<file path="src/rtl/tx_seq_recorder_nch_pkg.sv">
// Shared types and constants for the TL TX arrival-order recorder.
// Channel numbering and ordering-mode encoding used by the TX arbiter.
package tx_seq_recorder_nch_pkg;

    localparam int MAX_CH = 8;

    localparam int CH_A2P_RD     = 0;
    localparam int CH_A2P_WR     = 1;
    localparam int CH_MASTER_CPL = 2;
    localparam int CH_RX_ROUTER  = 3;

    typedef logic [$clog2(MAX_CH)-1:0] chan_id_t;

    typedef enum logic {
        PRIO_FIXED = 1'b0,
        PRIO_RR    = 1'b1
    } prio_mode_e;

    function automatic int id_width(input int n);
        return (n > 1) ? $clog2(n) : 1;
    endfunction

endpackage

</file>
<file path="src/rtl/tx_seq_recorder_nch_order_scan.sv">
// Same-cycle arrival scan: walks the channels from a start index,
// grants the first 'free' requesters and lists their IDs in scan order.
module tx_seq_order_scan
    import tx_seq_recorder_nch_pkg::*;
#(
    parameter int N_CH   = 4,
    parameter int CNT_W  = 5,
    parameter int ID_W   = id_width(N_CH),
    parameter int NACC_W = $clog2(N_CH + 1)
) (
    input  logic [N_CH-1:0]           req_valid,
    input  logic [ID_W-1:0]           start,
    input  logic [CNT_W-1:0]          free,
    output logic [N_CH-1:0]           req_ready,
    output logic [NACC_W-1:0]         n_acc,
    output logic [N_CH-1:0][ID_W-1:0] order_ids,
    output logic [ID_W-1:0]           last_id
);

    int ch;
    int ahead;
    int acc;

    // A channel is ready while free space exceeds the requesters scanned before it.
    always_comb begin
        req_ready = '0;
        order_ids = '0;
        n_acc     = '0;
        last_id   = '0;
        ch        = 0;
        ahead     = 0;
        acc       = 0;
        for (int k = 0; k < N_CH; k++) begin
            ch = int'(start) + k;
            if (ch >= N_CH) ch = ch - N_CH;
            if (int'(free) > ahead) req_ready[ID_W'(ch)] = 1'b1;
            if (req_valid[ID_W'(ch)]) begin
                if (int'(free) > ahead) begin
                    order_ids[ID_W'(acc)] = ID_W'(ch);
                    last_id = ID_W'(ch);
                    acc = acc + 1;
                end
                ahead = ahead + 1;
            end
        end
        n_acc = NACC_W'(acc);
    end

endmodule

</file>
<file path="src/rtl/tx_seq_recorder_nch.sv">
// TLP arrival-order recorder: multi-write, single-read FIFO of channel IDs
// with head/next-to-head lookahead for the TX arbiter.
module tx_seq_recorder_nch
    import tx_seq_recorder_nch_pkg::*;
#(
    parameter int N_CH       = 4,
    parameter int FIFO_DEPTH = 16,
    parameter int PRIO_MODE  = 0,
    parameter int AF_THRESH  = 12,
    localparam int ID_W      = id_width(N_CH),
    localparam int CNT_W     = $clog2(FIFO_DEPTH + 1)
) (
    input  logic             clk,
    input  logic             arst,
    input  logic             flush,
    input  logic [N_CH-1:0]  req_valid,
    output logic [N_CH-1:0]  req_ready,
    input  logic             rd_en,
    output logic             head_valid,
    output logic [ID_W-1:0]  head_id,
    output logic             head2_valid,
    output logic [ID_W-1:0]  head2_id,
    output logic [CNT_W-1:0] count,
    output logic             almost_full,
    output logic             overflow_err
);

    localparam int PTR_W  = $clog2(FIFO_DEPTH);
    localparam int NACC_W = $clog2(N_CH + 1);
    localparam bit RR_EN  = (PRIO_MODE == int'(PRIO_RR));

    logic [ID_W-1:0]           mem [FIFO_DEPTH];
    logic [PTR_W-1:0]          wr_ptr;
    logic [PTR_W-1:0]          rd_ptr;
    logic [CNT_W-1:0]          cnt_q;
    logic [ID_W-1:0]           rr_ptr;
    logic                      ovf_q;

    logic [CNT_W-1:0]          free;
    logic [ID_W-1:0]           start;
    logic [N_CH-1:0]           scan_ready;
    logic [NACC_W-1:0]         scan_n_acc;
    logic [N_CH-1:0][ID_W-1:0] scan_ids;
    logic [ID_W-1:0]           scan_last;
    logic                      blocked;
    logic [NACC_W-1:0]         n_acc;
    logic                      pop;

    // Space is taken from the registered count so req_ready never depends on rd_en.
    assign free    = CNT_W'(FIFO_DEPTH) - cnt_q;
    assign start   = RR_EN ? rr_ptr : '0;
    assign blocked = arst | flush;

    tx_seq_order_scan #(
        .N_CH   (N_CH),
        .CNT_W  (CNT_W),
        .ID_W   (ID_W),
        .NACC_W (NACC_W)
    ) u_scan (
        .req_valid (req_valid),
        .start     (start),
        .free      (free),
        .req_ready (scan_ready),
        .n_acc     (scan_n_acc),
        .order_ids (scan_ids),
        .last_id   (scan_last)
    );

    assign req_ready    = blocked ? '0 : scan_ready;
    assign n_acc        = blocked ? '0 : scan_n_acc;
    assign head_valid   = (cnt_q != '0);
    assign head2_valid  = (cnt_q >= CNT_W'(2));
    assign pop          = rd_en & head_valid;
    assign head_id      = mem[rd_ptr];
    assign head2_id     = mem[rd_ptr + PTR_W'(1)];
    assign count        = cnt_q;
    assign almost_full  = (cnt_q >= CNT_W'(AF_THRESH));
    assign overflow_err = ovf_q;

    // Pointers, occupancy, round-robin start and sticky empty-pop flag.
    always_ff @(posedge clk) begin
        if (arst || flush) begin
            wr_ptr <= '0;
            rd_ptr <= '0;
            cnt_q  <= '0;
            rr_ptr <= '0;
            ovf_q  <= 1'b0;
        end else begin
            wr_ptr <= wr_ptr + PTR_W'(n_acc);
            rd_ptr <= rd_ptr + PTR_W'(pop);
            cnt_q  <= cnt_q + CNT_W'(n_acc) - CNT_W'(pop);
            if (rd_en && !head_valid) ovf_q <= 1'b1;
            if (RR_EN && n_acc != '0) begin
                rr_ptr <= (int'(scan_last) == N_CH - 1) ? '0 : scan_last + ID_W'(1);
            end
        end
    end

    // Accepted IDs land in consecutive slots from wr_ptr in scan order.
    always_ff @(posedge clk) begin
        for (int i = 0; i < N_CH; i++) begin
            if (i < int'(n_acc)) mem[wr_ptr + PTR_W'(i)] <= scan_ids[i];
        end
    end

endmodule
</file>
<file path="config.mk">
export PLATFORM = sky130hd
export DESIGN_NAME = tx_seq_recorder_nch
export DESIGN_NICKNAME = d
export VERILOG_FILES = /design/src/rtl/tx_seq_recorder_nch_pkg.sv /design/src/rtl/tx_seq_recorder_nch_order_scan.sv /design/src/rtl/tx_seq_recorder_nch.sv
export SDC_FILE = /design/constraint.sdc
export NUM_CORES = 1
export LEC_CHECK = 0
export BUFFER_PORTS_ARGS = -buffer_cell sky130_fd_sc_hd__clkbuf_2
export CORE_UTILIZATION = 55
export CTS_CLUSTER_DIAMETER = 30
export DETAILED_ROUTE_END_ITERATION = 8
export PLACE_DENSITY = 0.8
export SLEW_MARGIN = 40
export SYNTH_ARGS = -nofsm -noshare
export SYNTH_HDL_FRONTEND = slang
export SYNTH_SLANG_ARGS = --single-unit
</file>
<file path="constraint.sdc">
create_clock -name clk -period 5.7 [get_ports clk]
set_input_delay 0 -clock clk [delete_from_list [all_inputs] [get_ports clk]]
set_output_delay 0 -clock clk [all_outputs]
set_load 0.005 [all_outputs]
</file>
# --- After elaboration in Yosys (flattened, before gate mapping) ---
# Memories as Yosys holds them, arrays and structs flattened. A register that Yosys moved wholly into a read port is not among the register bits.
# Cells that the tools add are included.
totals:
  elab_cells: 62
  ff_bits: 14
  ramBits: 32
  input_bits: 8
  memories: 1
  out_inout_bits: 17
op_classes:
  mux: 28
  magnitude_cmp: 10
  reduce_logical: 7
  bitwise: 2
  add_sub_neg: 10
memory_table:
  columns: ["name", "words", "width", "rd", "rd_clocked_by_memory_dff", "write_ports", "line", "source"]
  rows:
  - ["mem", 16, 2, 2, 1, 2, "tx_seq_recorder_nch.sv:32", "logic [ID_W-1:0] mem [FIFO_DEPTH];"]
ops:
  columns: ["cell", "n"]
  rows:
  - ["4-bit two-way mux", 4]
  - ["1-bit two-way mux", 14]
  - ["3-bit two-way mux", 3]
  - ["4-bit by 1-bit adder with 4-bit output, second input constant", 2]
  - ["4-bit by 2-bit adder with 4-bit output, second input constant", 2]
  - ["2-bit two-way mux", 4]
  - ["8-bit two-way mux", 1]
  - ["7-bit two-way mux", 1]
  - ["1-bit by 3-bit less-than comparator with 1-bit output, first input constant", 2]
  - ["2-bit by 3-bit less-than comparator with 1-bit output, first input constant", 2]
  - ["5-bit by 3-bit adder with 5-bit output", 1]
  - ["5-bit by 2-bit greater-or-equal comparator with 1-bit output, second input constant", 1]
  - ["5-bit by 4-bit greater-or-equal comparator with 1-bit output, second input constant", 1]
  - ["5-bit by 1-bit greater-than comparator with 1-bit output", 1]
  - ["5-bit by 1-bit greater-than comparator with 1-bit output, second input constant", 1]
  - ["5-bit nonzero test", 1]
  - ["5-bit by 1-bit subtractor with 5-bit output", 1]
  - ["5-bit subtractor, first input constant", 1]
  - ["4-bit by 1-bit adder with 4-bit output", 1]
  - ["4-bit by 3-bit adder with 4-bit output", 1]
  - ["2-bit demux with 2-bit select", 1]
  - ["2-bit by 4-bit less-than comparator with 1-bit output, second input constant", 1]
  - ["2-bit OR reduction", 2]
  - ["3-bit by 2-bit adder with 3-bit output, second input constant", 1]
  - ["6 further kinds", 7]

# --- Depth between registers and ports, before layout ---
depth:
  ltp_word: 14
  depth_mapped: 20
  mapped_depth_nobuf: 20

# --- Cells and area by module ---
# A second synthesis with hierarchy kept.
unflattened:
  cells_unflattened: 676
  hier_area_um2: 5783.0
by_module_without_submodules:
  columns: ["mod", "area_per_inst_um2", "cells_per_inst", "seq_area_each_um2", "n_inst"]
  rows:
  - ["tx_seq_recorder_nch", 4590.7, 533, 1241.2, 1]
  - ["tx_seq_order_scan", 1192.4, 143, 0.0, 1]

# --- Least setup slack after synthesis ---
# No wires, ideal clock.
synth_timing:
  kind: "register to register"
  from: "register cnt_q[3], in the netlist count[3]"
  to: "register cnt_q[4], in the netlist count[4]"
  t_required_ps: 5574
  setup_time_ps: 126
  stages_incl_launch_ff: 19
  period_less_slack_ps: 3687
  path_buffers: 0
  setup_slack_ps: 2013
  arrival_time_ps: 3561
  path_cell_list: "dfxtp_1 -> inv_1 -> ha_1 -> and2_1 -> ha_1 -> or4b_1 -> ha_1 -> nand2_1 -> o21ai_0 -> nand2_1 -> ha_1 -> inv_1 -> ha_1 -> fa_1 -> a21oi_1 -> nor2_1 -> nor2_1 -> xnor2_1 -> nor2_1"
synth_between:
  elab_chain_cells: 10
  elab_cells_between_ends: 13
  cone_classes: "4 x add/sub; 2 x order compare; 5 x mux; 1 x bitwise; 1 x reduce/logical"
synth_lines:
  columns: ["element", "line", "source"]
  rows:
  - ["start: declaration", "tx_seq_recorder_nch.sv:35", "logic [CNT_W-1:0] cnt_q;"]
  - ["start signal: assignment", "tx_seq_recorder_nch.sv:91", "cnt_q <= cnt_q + CNT_W'(n_acc) - CNT_W'(pop);"]
  - ["5-bit subtractor", "tx_seq_recorder_nch.sv:50", "assign free = CNT_W'(FIFO_DEPTH) - cnt_q;"]
  - ["5-bit by 1-bit greater-than comparator with 1-bit output", "tx_seq_recorder_nch_order_scan.sv:38", "if (int'(free) > ahead) begin"]
  - ["1-bit two-way mux", "tx_seq_recorder_nch_order_scan.sv:38", null]
  - ["1-bit two-way mux", "tx_seq_recorder_nch_order_scan.sv:37", "if (req_valid[ID_W'(ch)]) begin"]
  - ["3-bit by 2-bit adder with 3-bit output", "tx_seq_recorder_nch_order_scan.sv:41", "acc = acc + 1;"]
  - ["3-bit two-way mux", "tx_seq_recorder_nch_order_scan.sv:38", null]
  - ["3-bit two-way mux", "tx_seq_recorder_nch_order_scan.sv:37", null]
  - ["3-bit two-way mux", "tx_seq_recorder_nch.sv:70", "assign n_acc = blocked ? '0 : scan_n_acc;"]
  - ["5-bit by 3-bit adder with 5-bit output", "tx_seq_recorder_nch.sv:91", null]
  - ["5-bit by 1-bit subtractor with 5-bit output *", "tx_seq_recorder_nch.sv:91", null]
# Mark *: on every way between the ends. The rest lies on a longest branch, timed or not.
# A chain may end at the register's enable or synchronous reset.

# --- Worst setup path in the final report ---
layout_timing:
  from: "register cnt_q[2], in the netlist count[2]"
  to: "register cnt_q[4], in the netlist count[4]"
# Same word-level chain as after synthesis.

==> results.md <==
- Via count of the first global-routing pass: 1725
- Critical path launch point type: flip-flop
- Drt total wl: 4490 um
- Peak Freq: 243 MHz
- Worst endpoint data arrival time: 4290 ps
- Maximum buffer depth of the clock tree: 2
- Global placement routability congestion: 0.854
- Distinct cells, synth: 45
- Hold Path Class: input pin to flip-flop
- Share of post-route cells with drive strength above 1: 15.8%
- Final min period: 4120 ps
- Power per cell area: 402 nW/um2
- First-pass iteration count of the detailed router: 4
- Ys async rst share: 0%
- Clock tree from TritonCTS: done
- Ys Warns: 0
- Status: finished clean
- Cell area after placement: 2340 um2
- Unrepaired setup endpoints after global routing: false
- Worst path required time: 5870 ps
- Final critical-path share of the clock period: 72.3%
- Worst setup slack before clock tree synthesis: 1630 ps
- Number of slew-limit violations in the final report: 0
- Clock tree root driver cell: clkbuf_8
- DP HPWL: 3510 um
- Critical Path End Type: flip-flop
- Sequential area share after synthesis: 33.7%
- Highest-count cells in the layout ignoring fill and taps: nand2_1 (24), ha_1 (22), nor2_1 (20)
- Filler Cells Inserted: 332
- Post-Syn Area: 2260 um2
- Setup-failing EPs final: 0
- Type of the setup path with the least slack: flip-flop to flip-flop
- Critical path fanouts, max: 8
- Number of cells produced by synthesis: 237
- Top Ports: 25
- Post-synthesis average cell area: 9.52 um2
- Number of I/O port buffers: 18
- Total design power: 0.000984 W
- Die Footprint: 4360 um2
- Detailed Route Iter0 Violations: 111
- DR DRC count: 0
- Global-route wire length before repair: 7850 um
- Max transition margin: 57.3%
- Post-DR wirelength/cell: 14.9 um
- Post-Route Setup TNS: 0 ps
- Area of the core region: 3800 um2
- Worst clock skew: 7.45 ps
- Cell type with the largest total area after synthesis: edfxtp_1
- Y dimension of the die: 66.0 um
- Worst ir drop on vdd: 204 uV
- Count of final hold-check violations: 0
- Maximum number of pins on one net before global-route repair: 17
- Seq cells post-synth: 30
- Maxcap violations: 0
- All-layer global routing usage: 24.0%
- Placement Rows: 22
- Detail Route Antenna Nets: 0
- Synth top area share: 21.3%
- Most common cell after layout, fill and taps aside: nand2_1
- Setup slack of the critical path after layout: 1580 ps
- CTS buffer count: 5
- Hold Slack: 151 ps
- Later-pin clock latency in the skew report: 280 ps
- Final layout net count: 284
- # H-tree levels: 2
- Most used flip-flop cell after synthesis: edfxtp_1
- Antenna violations before repair: 0
- Post-synth EDFFs: 16
- Number of vias per cell: 5.81
- Cell types with the largest area share after synthesis: edfxtp_1 (21%), dfxtp_1 (12%), ha_1 (12%)
- Overflow after GRT: 0
- Worst-Margin Slew: 638 ps
- Layout overhead on the synthesized area: 8.54%
- Clock Pin Slew Worst Setup and Hold Paths: 70 ps
- Clock sink count: 30
- Design area: 2450 um2
- Leakage: 1.03 nW
- Starting density of the core: 59.4%
- Width of the die: 66.0 um
- Number of vias after detailed routing: 1749
- Antenna Diode Count: 0
## sequential cells by signal, indices dropped and copies added (netlist names)
register and count:
mem 16, count 5, rd_ptr 4, wr_ptr 4, overflow_err 1
## critical path, cell delays in order (launching register included)
cell and delay (ps):
dfxtp_1 480, inv_1 120, ha_1 230, and2_1 160, ha_1 290, or4b_1 510, ha_1 450, nand2_1 80
o21ai_0 100, nand2_1 90, ha_1 310, inv_1 40, ha_1 210, fa_1 430, a21oi_1 180, nor2_1 60
nor2_1 110, xnor2_1 120, nor2_1 50
## kinds of logic after synthesis
logic type      share of synthesized area [%]
other cells                             0.166
xor+xnor                                 6.16
compound gates                           11.8
fa+ha+maj                                14.0
flops                                    33.7
simple gates                             20.1
mux                                      8.82
buf+inv                                  5.21
## layer usage
layer / global-route usage, % / share of wire (%) / vias to the layer above / wire length [um]
met5: 0 / 0 / - / 0
met4: 6.38 / 1.2 / 0 / 53
met3: 5.69 / 4.3 / 6 / 191
met2: 40.7 / 50 / 47 / 2230
met1: 30.5 / 45 / 821 / 2010
li1: - / - / 875 / -
## power by group
| part | internal [W] | switching [W] |
|---|---|---|
| Clock | 0.0000971 | 0.0000807 |
| Combinational | 0.000227 | 0.000277 |
| Sequential | 0.000269 | 0.0000335 |
| Total | 0.000593 | 0.000391 |
## Yosys cell counts, types with 6 or more instances
cell type	n
ha_1	22
nor2_1	20
o221ai_1	8
o21ai_0	13
xnor2_1	9
dfxtp_1	14
clkbuf_1	7
mux4_2	7
nand3_1	10
o22ai_1	8
inv_1	11
nand2b_1	6
edfxtp_1	16
nand2_1	24
and2_1	9
## final cells by class
| cell class | count | area (um2) | area share (%) |
|---|---|---|---|
| Clock inverter | 2 | 11.3 | 0.460 |
| Clock buffer | 6 | 82.6 | 3.37 |
| Multi-Input combinational cell | 184 | 1390 | 56.7 |
| Timing Repair Buffer | 19 | 100 | 4.09 |
| Inverter | 12 | 45.0 | 1.84 |
| Sequential cell | 30 | 761 | 31.1 |
| Tap cell | 48 | 60.1 | 2.45 |
## what timing repair did
item	in CTS	in global routing
buffers inserted	0	0
hold buffers	1	0
hold endpoints to repair	1	0
setup endpoints to repair	0	0
gates resized for setup	0	0
## per-stage QoR
| step | instances | util [%] |
|---|---|---|
| CTS | 301 | 64.5 |
| global route | 301 | 64.5 |
| finish | 301 | 64.5 |
| floorplan | 240 | - |
| detailed placement | 292 | 61.7 |
| global placement | 292 | 61.7 |
## worst paths after layout
check / from / to / slack (ps) / depth (start not counted)
min: flush / wr_ptr[3] / 150 / 3
min reg2reg: overflow_err / overflow_err / 480 / 2
max reg2reg: count[2] / count[4] / 1580 / 18
max: count[2] / count[4] / 1580 / 18
Power figures use the tool's default switching activity.
